<file path="src/rtl/vector_abs_stream.sv">
// ---------------------------------------------------------------------------
// vector_abs_stream
//   Streaming magnitude estimate stage that sits after the max/min sorter.
//   Accepts (max, min) pairs over valid/ready and produces
//   |v| ~= max + (min >> 1) through a 2-stage pipeline. It also tracks the
//   peak estimate over fixed-length frames of output handshakes.
//
// Parameters
//   WIDTH      width of max_i / min_i; results are WIDTH+1 bits
//   FRAME_LEN  output handshakes per peak frame (>= 2)
//
// Ports
//   clk_i         clock, all state on rising edge
//   rst_i         asynchronous active-high reset
//   s_valid_i     upstream pair valid
//   s_ready_o     stage can take a pair this cycle
//   max_i/min_i   larger / smaller component from the sorter
//   m_valid_o     abs_o valid
//   m_ready_i     downstream accepts abs_o
//   abs_o         max + (min >> 1)
//   peak_o        largest abs_o of the last completed frame
//   frame_done_o  1-cycle pulse: peak_o was just updated
// ---------------------------------------------------------------------------
module vector_abs_stream #(
  parameter int WIDTH     = 32,
  parameter int FRAME_LEN = 16
) (
  input  logic             clk_i,
  input  logic             rst_i,
  input  logic             s_valid_i,
  output logic             s_ready_o,
  input  logic [WIDTH-1:0] max_i,
  input  logic [WIDTH-1:0] min_i,
  output logic             m_valid_o,
  input  logic             m_ready_i,
  output logic [WIDTH:0]   abs_o,
  output logic [WIDTH:0]   peak_o,
  output logic             frame_done_o
);

  localparam int STAGES = 2;
  localparam int CW     = (FRAME_LEN > 2) ? $clog2(FRAME_LEN) : 1;

  typedef struct packed {
    logic [WIDTH-1:0] mx;
    logic [WIDTH-1:0] mn;
  } pair_t;

  // r_vld_pipe[1] = stage A holds a pair, r_vld_pipe[2] = abs_o valid
  logic [STAGES:1] r_vld_pipe;
  pair_t           r_a;
  logic [WIDTH:0]  r_abs;
  logic [WIDTH:0]  r_run;
  logic [WIDTH:0]  r_peak;
  logic [CW-1:0]   r_cnt;
  logic            r_done;

  logic            w_b_adv;
  logic            w_acc;
  logic            w_a2b;
  logic            w_ohs;
  logic            w_last;
  logic [WIDTH:0]  w_sum;
  logic [WIDTH:0]  w_new_run;

  // Stage B can take new data when it is empty or being drained this cycle;
  // stage A can take data when empty or moving into B. This lets accept,
  // A->B and the output handshake all happen on the same edge.
  assign w_b_adv   = !r_vld_pipe[2] | m_ready_i;
  assign s_ready_o = !r_vld_pipe[1] | w_b_adv;
  assign w_acc     = s_valid_i & s_ready_o;
  assign w_a2b     = r_vld_pipe[1] & w_b_adv;
  assign w_ohs     = r_vld_pipe[2] & m_ready_i;
  assign w_last    = (r_cnt == CW'(FRAME_LEN - 1));

  // Zero-extended unsigned add; WIDTH+1 bits cannot overflow.
  assign w_sum     = {1'b0, r_a.mx} + {1'b0, (r_a.mn >> 1)};
  assign w_new_run = (r_abs > r_run) ? r_abs : r_run;

  // Stage A: input pair register
  always_ff @(posedge clk_i or posedge rst_i) begin
    if (rst_i) begin
      r_vld_pipe[1] <= 1'b0;
      r_a           <= '0;
    end else if (w_acc) begin
      r_vld_pipe[1] <= 1'b1;
      r_a.mx        <= max_i;
      r_a.mn        <= min_i;
    end else if (w_a2b) begin
      r_vld_pipe[1] <= 1'b0;
    end
  end

  // Stage B: result register; data holds whenever B is not advancing
  always_ff @(posedge clk_i or posedge rst_i) begin
    if (rst_i) begin
      r_vld_pipe[2] <= 1'b0;
      r_abs         <= '0;
    end else if (w_a2b) begin
      r_vld_pipe[2] <= 1'b1;
      r_abs         <= w_sum;
    end else if (w_b_adv) begin
      r_vld_pipe[2] <= 1'b0;
    end
  end

  // Frame peak tracking on output handshakes. Only complete frames update
  // peak_o; the running peak is restarted at every frame boundary.
  always_ff @(posedge clk_i or posedge rst_i) begin
    if (rst_i) begin
      r_cnt  <= '0;
      r_run  <= '0;
      r_peak <= '0;
      r_done <= 1'b0;
    end else begin
      r_done <= 1'b0;
      if (w_ohs) begin
        if (w_last) begin
          r_peak <= w_new_run;
          r_run  <= '0;
          r_cnt  <= '0;
          r_done <= 1'b1;
        end else begin
          r_run  <= w_new_run;
          r_cnt  <= r_cnt + CW'(1);
        end
      end
    end
  end

  assign m_valid_o    = r_vld_pipe[2];
  assign abs_o        = r_abs;
  assign peak_o       = r_peak;
  assign frame_done_o = r_done;

endmodule

</file>
<file path="config.mk">
export PLATFORM = sky130hd
export DESIGN_NAME = vector_abs_stream
export DESIGN_NICKNAME = d
export VERILOG_FILES = /design/src/rtl/vector_abs_stream.sv
export SDC_FILE = /design/constraint.sdc
export NUM_CORES = 1
export LEC_CHECK = 0
export ABC_CLOCK_PERIOD_IN_PS = 7900
export CORE_MARGIN = 2
export CORE_UTILIZATION = 45
export CTS_CLUSTER_DIAMETER = 50
export DETAILED_ROUTE_END_ITERATION = 10
export PLACE_DENSITY_LB_ADDON = 0.1
export SYNTH_ARGS = -nofsm -noshare
export SYNTH_HDL_FRONTEND = slang
export SYNTH_SLANG_ARGS = --single-unit
</file>
<file path="constraint.sdc">
create_clock -name clk_i -period 7.9 [get_ports clk_i]
set_input_delay 1.58 -clock clk_i [delete_from_list [all_inputs] [get_ports clk_i]]
set_output_delay 1.58 -clock clk_i [all_outputs]
set_load 0.03 [all_outputs]
</file>
==> PnR_summary.wiki, run 1 <==
{| class="wikitable"
! Metric !! Value
|-
| Flip-flop and latch count after synthesis || 169
|-
| Cell types with the largest area share after synthesis || sky130_fd_sc_hd__dfrtp_1 (47%), sky130_fd_sc_hd__ha_1 (9.1%), sky130_fd_sc_hd__mux2_2 (8.0%), sky130_fd_sc_hd__nand2_1 (4.4%), sky130_fd_sc_hd__mux2i_1 (3.9%)
|-
| Iteration count of the initial detailed-routing pass || 5
|-
| # Max-Cap Violations || 0
|-
| Placed Instance Area || 10500 µm²
|-
| Final critical path time including I/O delays and setup || 4.67 ns
|-
| Number of antenna violations at the first check in global routing || 0
|-
| Final TNS setup || 0 ns
|-
| Remaining max-slew budget at the tightest pin || 24.7%
|-
| H-tree levels || 4
|-
| Worst setup slack after layout || 3.23 ns
|-
| Dominant synthesized flop cell || sky130_fd_sc_hd__dfrtp_1
|-
| CTS resizes || 0
|-
| Worst-Skew Late Latency || 0.42 ns
|-
| WL final || 19200 µm
|-
| Tightest Pin Transition || 1.13 ns
|-
| Final setup viols || 0
|-
| Run status || finished, final reports clean
|-
| Final Slew Violations || 0
|-
| Vias per cell || 5.18
|-
| CP Class || in2out
|-
| Hold Buf Count CTS || 0
|-
| Average wire per standard cell || 15.5 µm
|-
| Worst path required time || 6.32 ns
|-
| Post-route ant nets || 0
|-
| Worst Skew || 0.00796 ns
|-
| Post-synthesis async set-or-reset flop share || 100%
|-
| CTS Buf Count || 17
|-
| Number of different library cells in the post-synthesis netlist || 59
|-
| Core Footprint || 19500 µm²
|-
| Starting utilization of the core area || 45.8%
|-
| Count leader, synth || sky130_fd_sc_hd__dfrtp_1
|-
| CTS root buf || sky130_fd_sc_hd__clkbuf_16
|-
| Cell type with the highest aggregate area in the netlist || sky130_fd_sc_hd__dfrtp_1
|-
| Initial DRC count || 279
|-
| Global-route wire length before repair || 31700 µm
|-
| Count of standard-cell rows || 51
|-
| Post-CTS setup buffers || 0
|-
| Top cell types by occurrence after synthesis || sky130_fd_sc_hd__dfrtp_1 (169), sky130_fd_sc_hd__nand2_1 (105), sky130_fd_sc_hd__ha_1 (65), sky130_fd_sc_hd__o21ai_0 (65), sky130_fd_sc_hd__mux2_2 (63)
|-
| Fraction of final layout cells sized beyond drive strength 1 || 11.4%
|-
| Upper clock frequency limit || 0.214 GHz
|-
| Maximum net fanout on the critical path || 4
|-
| Sequential fraction of the synthesis area || 47.5%
|-
| Total track usage || 19.5%
|-
| Maximum number of pins on one net before global-route repair || 110
|-
| Buffers from clock root to sink, at most || 2
|-
| Clock sink total || 169
|-
| Die area || 20900 µm²
|-
| Final-report hold violation count || 0
|-
| Worst setup EP type || primary output
|-
| Design area || 11100 µm²
|-
| Data arrival time of the worst path || 3.09 ns
|-
| Area growth, synth to finish || 25.0%
|-
| Peak ir drop on the vdd network || 0.195 mV
|-
| RSZ-0062 raised after global routing || no
|-
| Number of vias after detailed routing || 6396
|-
| Post-detailed-placement half-perimeter wirelength || 14100 µm
|-
| Mapped Cells || 835
|-
| Avg Synthesized Cell Area || 10.7 µm²
|-
| Number of remaining DRC errors || 0
|-
| Clock transition at path regs || 0.06 ns
|-
| Total congestion overflow after global routing || 0
|-
| Top-level I/O count || 137
|-
| Port bufs || 135
|-
| Die width || 145 µm
|-
| Syn. warnings || 0
|-
| Die height || 145 µm
|-
| Leakage || 5.01 nW
|-
| Area share of the leading cell type in the synthesized netlist || 47.5%
|-
| Clock tree from TritonCTS || built
|-
| Crit path launch type || primary input
|-
| Total Nets Final || 1094
|-
| Final GP Congestion || 0.821
|-
| Netlist area before placement || 8900 µm²
|-
| Antenna cell count || 0
|-
| Via count of the first global-routing pass || 6102
|-
| Post-synth net total || 969
|-
| Power per cell area || 406 nW/µm²
|-
| EDFF count, synth || 0
|-
| Worst min path class || reg2reg
|-
| Placement-stage worst setup slack || 3.25 ns
|-
| Part of the cycle the worst path needs || 59.1%
|}
metrics by stage:
stage	hold slack, ns	power, mW	instances	utilization [%]
after global routing	0.496	4.85	1234	57.2
after detailed placement	0.469	3.61	1206	53.9
after global placement	0.460	3.57	1206	53.9
final	0.473	4.52	1234	57.2
after floorplan	0.450	2.90	835	-
after CTS	0.484	4.56	1234	57.2
state kept, by name, summed over array words and instances (netlist names):
name / cells
r_a: 63
abs_o: 33
peak_o: 33
r_run: 33
r_cnt: 4
frame_done_o: 1
m_valid_o: 1
r_vld_pipe: 1
routing by layer:
layer	wire length (µm)	part of all wire [%]	track usage, %	up-vias
met1	10100	52	29.4	2989
met5	0	0	0	-
met2	8140	42	28.5	136
met4	325	1.7	6.44	0
li1	-	-	-	3250
met3	645	3.4	3.22	21
worst paths after layout:
| check | cells past startpoint | startpoint | endpoint | slack [ns] |
|---|---|---|---|---|
| max | 3 | m_ready_i | s_ready_o | 3.23 |
| min | 2 | peak_o[1] | peak_o[1] | 0.47 |
| max reg2reg | 9 | abs_o[30] | r_run[13] | 4.55 |
| min reg2reg | 2 | peak_o[1] | peak_o[1] | 0.47 |
| max in group asynchronous | 3 | rst_i | peak_o[21] | 4.81 |
| min in group asynchronous | 2 | rst_i | r_a[37] | 1.76 |
cell usage in the layout, fill, tap and decap left out, types with 5 or more instances in the layout:
cell type                           n
sky130_fd_sc_hd__nand4_1           14
sky130_fd_sc_hd__a22o_1            32
sky130_fd_sc_hd__and3_1             7
sky130_fd_sc_hd__xnor2_1           13
sky130_fd_sc_hd__a211oi_1           5
sky130_fd_sc_hd__buf_4              5
sky130_fd_sc_hd__a21o_1            13
sky130_fd_sc_hd__xor2_1            13
sky130_fd_sc_hd__inv_1             41
sky130_fd_sc_hd__nand2b_1           5
sky130_fd_sc_hd__nand2_1          104
sky130_fd_sc_hd__bufinv_16          6
sky130_fd_sc_hd__nor3_1             9
sky130_fd_sc_hd__clkdlybuf4s50_1  135
sky130_fd_sc_hd__dfrtp_1          169
sky130_fd_sc_hd__ha_1              65
sky130_fd_sc_hd__clkbuf_16         17
sky130_fd_sc_hd__o21ai_0           65
sky130_fd_sc_hd__nand3_1            9
sky130_fd_sc_hd__o21ai_1           18
sky130_fd_sc_hd__mux2i_1           35
sky130_fd_sc_hd__a21oi_1           36
sky130_fd_sc_hd__nor2_1            21
sky130_fd_sc_hd__mux2_2            63
sky130_fd_sc_hd__a31oi_1            5
cell families after synthesis:
logic type                 Yosys count  share of synthesized area (%)
xor gates and xnor gates            26                           2.56
DFF                                169                           47.5
buffers and inverters               76                           3.48
and+or+nand+nor                    192                           9.95
muxes                               98                           11.9
adders and majority gates           66                           9.36
AOI/OAI and AO/OA                  208                           15.3
area by class of cell:
class / count / area [µm²]
fill: 1688 / 8330
inverter: 42 / 163
timing repair buffer: 140 / 1390
multi-input combinational: 590 / 4370
clock inverter: 8 / 195
sequential: 169 / 4230
tap: 265 / 332
clock buffer: 20 / 457
critical path, stage by stage:
cell                              delay, ns
sky130_fd_sc_hd__clkdlybuf4s50_1       0.54
sky130_fd_sc_hd__nand3b_1              0.25
sky130_fd_sc_hd__clkdlybuf4s50_1       0.72
where the power goes:
group          switching (mW)  total [mW]  internal (mW)
logic                    1.21        2.16          0.958
clock network           0.324       0.927          0.603
registers               0.271        1.42           1.15
total                    1.80        4.52           2.71
Note: power is estimated with default switching activity, not from simulation.
==> inputs of run 2 (changes only) <==
ABC_CLOCK_PERIOD_IN_PS = 4000   (was 7900)
clock period = 4 ns   (was 7.9 ns; I/O delays follow)
==> PnR_summary.wiki, run 2 (synthesis results as in run 1) <==
{| class="wikitable"
! Metric !! Value
|-
| Upper clock frequency limit || 0.307 GHz
|-
| Initial DRC count || 273 (-2.2%)
|-
| Final GP Congestion || 0.818 (-0.40%)
|-
| Buffers from clock root to sink, at most || 2 (unchanged)
|-
| Final Slew Violations || 0 (unchanged)
|-
| Register with the most flip-flops || r_a
|-
| Number of filler cells placed in the layout || 1735 (+2.8%)
|-
| Combinational share of power || 49.1% (+1.2 points)
|-
| Worst min path class || reg2reg
|-
| Post-route ant nets || 0 (unchanged)
|-
| R2r startpoint || abs_o[22]
|-
| Data arrival time of the worst path || 3.53 ns (+0.44 ns)
|-
| Number of remaining DRC errors || 0 (unchanged)
|-
| Post-detailed-placement half-perimeter wirelength || 14700 µm (+4.0%)
|-
| Crit path launch type || flip-flop
|-
| Core Footprint || 19500 µm² (unchanged)
|-
| Number of vias after detailed routing || 6488 (+1.4%)
|-
| Area growth, synth to finish || 25.9%
|-
| CTS root buf || sky130_fd_sc_hd__clkbuf_16
|-
| Footprint of the multi-input gates || 4370 µm² (unchanged)
|-
| Port bufs || 135 (unchanged)
|-
| Commonest non-fill, non-tap cell in the layout || sky130_fd_sc_hd__dfrtp_1
|-
| Die area || 20900 µm² (unchanged)
|-
| Worst path required time || 4.27 ns (-2.05 ns)
|-
| CP Class || reg2reg
|-
| Switching component of the power || 3.58 mW (+99%)
|-
| Total track usage || 19.9% (+0.43 points)
|-
| Standard cell with the maximum stage delay on the critical path || sky130_fd_sc_hd__a31o_2
|-
| Remaining max-slew budget at the tightest pin || 30.6% (+5.9 points)
|-
| Antenna cell count || 0 (unchanged)
|-
| Vias per cell || 5.22 (+0.62%)
|-
| Tightest Pin Transition || 1.04 ns (-0.0880 ns)
|-
| Iteration count of the initial detailed-routing pass || 5 (unchanged)
|-
| Clock network fraction of total power || 19.4% (-1.1 points)
|-
| Starting utilization of the core area || 45.8% (unchanged)
|-
| Clock sink total || 169 (unchanged)
|-
| CTS resizes || 0 (unchanged)
|-
| Post-CTS setup buffers || 0 (unchanged)
|-
| Final-report hold violation count || 0 (unchanged)
|-
| Number of instances in the placed design || 1215 (+0.75%)
|-
| Peak ir drop on the vdd network || 0.386 mV (+98%)
|-
| Cell type group with the largest total delay on the critical path || compound AO/OA/AOI/OAI gates
|-
| Die width || 145 µm (unchanged)
|-
| Seq pwr share || 31.6% (about the same)
|-
| Worst-Skew Late Latency || 0.43 ns (about the same)
|-
| Worst setup EP type || flip-flop
|-
| Clock tree from TritonCTS || built
|-
| Leakage || 5.06 nW (+0.88%)
|-
| Part of the cycle the worst path needs || 81.4%
|-
| Maximum number of pins on one net before global-route repair || 68 (-38%)
|-
| Crit path largest cell delay || 0.57 ns (-0.15 ns)
|-
| RSZ-0062 raised after global routing || no
|-
| Top-level I/O count || 137 (unchanged)
|-
| Global-route wire length before repair || 32300 µm (+2.2%)
|-
| Die height || 145 µm (unchanged)
|-
| Start point of the critical path || abs_o[22]
|-
| Final setup viols || 0 (unchanged)
|-
| WL final || 19500 µm (+1.6%)
|-
| Final non-filler cell total || 1244 (+0.81%)
|-
| Most used cells in the layout excluding fill and tap cells || sky130_fd_sc_hd__dfrtp_1 (169), sky130_fd_sc_hd__clkdlybuf4s50_1 (135), sky130_fd_sc_hd__nand2_1 (104)
|-
| Most common cell type on the critical path || sky130_fd_sc_hd__o21ai_0
|-
| # Max-Cap Violations || 0 (unchanged)
|-
| Power per cell area || 795 nW/µm² (+96%)
|-
| Number of antenna violations at the first check in global routing || 0 (unchanged)
|-
| Worst Skew || 0.00843 ns (+0.000474 ns)
|-
| Count of standard-cell rows || 51 (unchanged)
|-
| Fraction of final layout cells sized beyond drive strength 1 || 12.3% (+0.91 points)
|-
| Total congestion overflow after global routing || 0 (unchanged)
|-
| Clock transition at path regs || 0.06 ns (about the same)
|-
| Storage element area || 4230 µm² (unchanged)
|-
| Hold Buf Count CTS || 0 (unchanged)
|-
| Combined buffer and inverter count along the critical path || 1 (-1)
|-
| Via count of the first global-routing pass || 6244 (+2.3%)
|-
| Cell-by-cell trace of the critical path || ha_1, a21oi_1, o21ai_0, a221oi_1, o21ai_1, a221oi_2, a31o_2, buf_4, mux2i_1, o21ai_0
|-
| Worst Hold Launch || peak_o[17]
|-
| Maximum net fanout on the critical path || 17 (+13)
|-
| Run status || finished, final reports clean
|-
| Switching power share of the total || 40.2% (+0.27 points)
|-
| Final critical path time including I/O delays and setup || 3.26 ns
|-
| Final TNS setup || 0 ns (unchanged)
|-
| CTS Buf Count || 17 (unchanged)
|-
| H-tree levels || 4 (unchanged)
|-
| Cell-internal power || 5.33 mW (+96%)
|-
| Average wire per standard cell || 15.7 µm (+0.83%)
|-
| Total Nets Final || 1103 (+0.82%)
|-
| Max FFs per register || 63 (unchanged)
|}
run 2: cell count changes in the layout (fill, tap and decap cells not counted), sizes merged:
cell	change
clkinvlp	+1
inv	-1
clkbuf	+1
clkinv	+2
buf	+9
bufinv	-2
run 2: path summary, 6_finish.rpt:
kind,to,slack [ns],cells past startpoint
max,peak_o[25],0.74,10
min,peak_o[17],0.48,2
max reg2reg,peak_o[25],0.74,10
min reg2reg,peak_o[17],0.48,2
max in group asynchronous,r_a[26],2.33,3
min in group asynchronous,r_a[1],0.89,2
run 2: area by class of cell:
class                      count  share of cell area (%)
multi-input combinational    590                    39.0
sequential                   169                    37.7
timing repair buffer         149                    13.4
clock buffer                  21                    4.20
tap                          265                    2.96
inverter                      42                    1.44
clock inverter                 8                    1.29
run 2: power by group through the flow:
stage | combinational [mW] | sequential, mW | clock, mW
6_report | 4.37 | 2.81 | 1.73
3_3_place_gp | 4.33 | 2.82 | 0
5_1_grt | 4.84 | 2.91 | 1.84
2_1_floorplan | 2.43 | 3.30 | 0
4_1_cts | 4.41 | 2.82 | 1.77
3_5_place_dp | 4.38 | 2.85 | 0
run 2: metrics by stage:
stage                     worst slack (ns)  power (mW)  hold WS, ns  utilization, %  instance area [µm²]
after floorplan                       1.05        5.73        0.450               -                 8910
after global placement               0.760        7.15        0.462            54.5                10600
after detailed placement             0.769        7.23        0.471            54.5                10600
after CTS                            0.733        9.00        0.484            57.6                11200
after global routing                 0.512        9.59        0.496            57.6                11200
final                                0.743        8.91        0.477            57.6                11200
run 2: worst reg2reg max path, delay by kind of cell (launching register included):
kind | cells | cell delay, ns
AO/OA/AOI/OAI | 7 | 1.77
multiplexers | 1 | 0.24
buffers and inverters | 1 | 0.30
flip-flops | 1 | 0.44
adder cells (fa/ha/maj) | 1 | 0.34
run 2: layer usage:
layer  share of wire [%]  GRT usage [%]  up-vias
met3                 4.1           3.16       21
met5                   0              0        -
met4                 1.5           6.18        0
met1                  51           29.9     3057
li1                    -              -     3262
met2                  43           29.6      148
==> inputs of run 3 (changes only) <==
ABC_CLOCK_PERIOD_IN_PS = 3300   (was 4000)
clock period = 3.3 ns   (was 4 ns; I/O delays follow)
==> PnR_summary.wiki, run 3 (synthesis results as in run 1) <==
{| class="wikitable"
! Metric !! Value
|-
| Die width || 145 µm (unchanged)
|-
| Number of filler cells placed in the layout || 1719 (-0.92%)
|-
| Die area || 20900 µm² (unchanged)
|-
| Peak ir drop on the vdd network || 0.521 mV (+35%)
|-
| Clock transition at path regs || 0.07 ns (about the same)
|-
| Top-level I/O count || 137 (unchanged)
|-
| R2R cell count || 10 (unchanged)
|-
| Starting utilization of the core area || 45.8% (unchanged)
|-
| Count of standard-cell rows || 51 (unchanged)
|-
| Initial DRC count || 380 (+39%)
|-
| Standard cell with the maximum stage delay on the critical path || sky130_fd_sc_hd__dfrtp_1
|-
| Worst Skew || 0.00920 ns (+0.000766 ns)
|-
| Area growth, synth to finish || 26.1% (about the same)
|-
| Average wire per standard cell || 15.7 µm (about the same)
|-
| Global-route met2 utilization || 28.7% (-0.97 points)
|-
| WL final || 19700 µm (+0.98%)
|-
| Met3 Use GR || 3.78% (+0.63 points)
|-
| Maximum net fanout on the critical path || 20 (+3)
|-
| # Max-Cap Violations || 0 (unchanged)
|-
| Upper clock frequency limit || 0.337 GHz (+9.7%)
|-
| Die height || 145 µm (unchanged)
|-
| Post-detailed-placement half-perimeter wirelength || 14800 µm (+0.77%)
|-
| Leakage || 5.06 nW (+0.11%)
|-
| Cell-internal power || 6.35 mW (+19%)
|-
| Clock network fraction of total power || 18.6% (-0.8 points)
|-
| Met1 Use GR || 31.1% (+1.2 points)
|-
| Placed Instance Area || 10600 µm² (+0.28%)
|-
| Via count of the first global-routing pass || 6324 (+1.3%)
|-
| Busiest grt layer || met1
|-
| Power per cell area || 961 nW/µm² (+21%)
|-
| Run status || finished, final reports clean
|-
| Seq pwr share || 31.0% (-0.6 points)
|-
| Most common cell type on the critical path || sky130_fd_sc_hd__o21ai_0
|-
| Clock tree from TritonCTS || built
|-
| Final setup viols || 0 (unchanged)
|-
| CTS Buf Count || 17 (unchanged)
|-
| Number of instances in the placed design || 1224 (+0.74%)
|-
| H-tree levels || 4 (unchanged)
|-
| Worst hold endpoint || peak_o[18]
|-
| Final non-filler cell total || 1255 (+0.88%)
|-
| Combinational share of power || 50.4% (+1.3 points)
|-
| Port bufs || 135 (unchanged)
|-
| Worst hold stages || 2 (unchanged)
|-
| Final TNS setup || 0 ns (unchanged)
|-
| Buffers from clock root to sink, at most || 2 (unchanged)
|-
| Total congestion overflow after global routing || 0 (unchanged)
|-
| Fraction of final layout cells sized beyond drive strength 1 || 13.3% (+1.1 points)
|-
| Worst path required time || 3.56 ns (-0.71 ns)
|-
| Part of the cycle the worst path needs || 90.0% (+8.5 points)
|-
| Number of remaining DRC errors || 0 (unchanged)
|-
| CTS resizes || 0 (unchanged)
|-
| Post-route ant nets || 0 (unchanged)
|-
| Remaining max-slew budget at the tightest pin || 30.7% (+0.071 points)
|-
| Crit path launch type || flip-flop
|-
| Post-CTS setup buffers || 0 (unchanged)
|-
| R2r startpoint || abs_o[24]
|-
| Number of vias after detailed routing || 6551 (+0.97%)
|-
| Hold Buf Count CTS || 0 (unchanged)
|-
| Total track usage || 20.2% (+0.25 points)
|-
| Total Nets Final || 1112 (+0.82%)
|-
| Power Total || 10.8 mW (+21%)
|-
| Design area || 11200 µm² (about the same)
|-
| Core Footprint || 19500 µm² (unchanged)
|-
| Worst Hold Launch || peak_o[18]
|-
| Switching power share of the total || 41.1% (+0.95 points)
|-
| Clock sink total || 169 (unchanged)
|-
| Global-route wire length before repair || 33100 µm (+2.2%)
|-
| Switching component of the power || 4.43 mW (+24%)
|-
| Antenna cell count || 0 (unchanged)
|-
| Maximum number of pins on one net before global-route repair || 112 (+65%)
|-
| Cell-by-cell trace of the critical path || ha_1, a21oi_1, o21ai_0, a221oi_1, o21ai_1, a221oi_2, a31o_2, buf_4, mux2i_1, o21ai_0
|-
| Vias per cell || 5.22 (about the same)
|-
| Final GP Congestion || 0.830 (+1.5%)
|-
| Register with the most flip-flops || r_a
|-
| Worst min path class || reg2reg
|-
| Most used cells in the layout excluding fill and tap cells || sky130_fd_sc_hd__dfrtp_1 (169), sky130_fd_sc_hd__clkdlybuf4s50_1 (135), sky130_fd_sc_hd__nand2_1 (104)
|-
| Final-report hold violation count || 0 (unchanged)
|-
| Final critical path time including I/O delays and setup || 2.97 ns (-0.288 ns)
|-
| RSZ-0062 raised after global routing || no
|-
| CP Class || reg2reg
|-
| Commonest non-fill, non-tap cell in the layout || sky130_fd_sc_hd__dfrtp_1
|-
| Number of antenna violations at the first check in global routing || 0 (unchanged)
|-
| Iteration count of the initial detailed-routing pass || 6 (+1)
|-
| CTS root buf || sky130_fd_sc_hd__clkbuf_16
|-
| Final Slew Violations || 0 (unchanged)
|-
| Max FFs per register || 63 (unchanged)
|-
| Slack of the worst reg-to-reg path || 0.33 ns (-0.41 ns)
|-
| Tightest Pin Transition || 1.04 ns (-0.00107 ns)
|-
| Crit path largest cell delay || 0.44 ns (-0.13 ns)
|-
| Worst setup EP type || flip-flop
|-
| Data arrival time of the worst path || 3.23 ns (-0.30 ns)
|-
| Worst-Skew Late Latency || 0.42 ns (about the same)
|-
| Worst reg2reg endpoint || peak_o[10]
|}
[run 3: cell count changes in the layout (fill, tap and decap cells not counted)]
cell / delta
sky130_fd_sc_hd__buf_4: +12
sky130_fd_sc_hd__clkinv_2: -2
sky130_fd_sc_hd__clkinvlp_4: +4
sky130_fd_sc_hd__clkinv_4: +1
sky130_fd_sc_hd__inv_8: +1
sky130_fd_sc_hd__clkbuf_8: -1
sky130_fd_sc_hd__bufinv_16: -2
sky130_fd_sc_hd__buf_12: -3
sky130_fd_sc_hd__inv_6: +2
sky130_fd_sc_hd__clkbuf_1: -1
[run 3: worst max-delay path, delay by kind of cell (launching register included)]
kind                     cells  cell delay [ns]
AO/OA/AOI/OAI                7             1.31
flip-flops                   1             0.44
multiplexers                 1             0.35
buffers and inverters        1             0.35
adder cells (fa/ha/maj)      1             0.36
[run 3: per-stage QoR]
step | hold WS [ns] | worst slack [ns] | util (%)
2_1_floorplan | 0.450 | 0.485 | -
3_3_place_gp | 0.462 | 0.452 | 54.6
3_5_place_dp | 0.470 | 0.338 | 54.6
4_1_cts | 0.486 | 0.346 | 57.7
5_1_grt | 0.499 | 0.154 | 57.7
6_report | 0.476 | 0.331 | 57.7
[run 3: final cells by class]
class / instances / area [µm²] / area share [%]
multi-input combinational: 590 / 4370 / 38.9
clock buffer: 19 / 453 / 4.04
timing repair buffer: 158 / 1540 / 13.7
sequential: 169 / 4230 / 37.7
inverter: 42 / 161 / 1.44
tap: 265 / 332 / 2.95
clock inverter: 12 / 143 / 1.27
[run 3: how the worst max path moves through the flow]
stage	startpoint	end	slack, ns	cells past startpoint
after global placement	abs_o[3]	peak_o[13]	0.45	10
after CTS	abs_o[24]	peak_o[10]	0.35	10
after global routing	abs_o[24]	peak_o[10]	0.15	10
after floorplan	rst_i	abs_o[0]	0.49	1
after detailed placement	abs_o[24]	peak_o[10]	0.34	10
final	abs_o[24]	peak_o[10]	0.33	10
[run 3: layer usage]
layer / vias up / wire, µm
met1: 3102 / 10400
met2: 136 / 8290
met3: 23 / 662
met5: - / 0
met4: 0 / 353
li1: 3290 / -
[run 3: power by group through the flow]
stage	combinational, mW	clock (mW)	sequential, mW
final	5.43	2.01	3.35
after global routing	6.01	2.15	3.46
after CTS	5.47	2.06	3.35
after detailed placement	5.45	0	3.39
after global placement	5.38	0	3.36
after floorplan	2.94	0	4.01
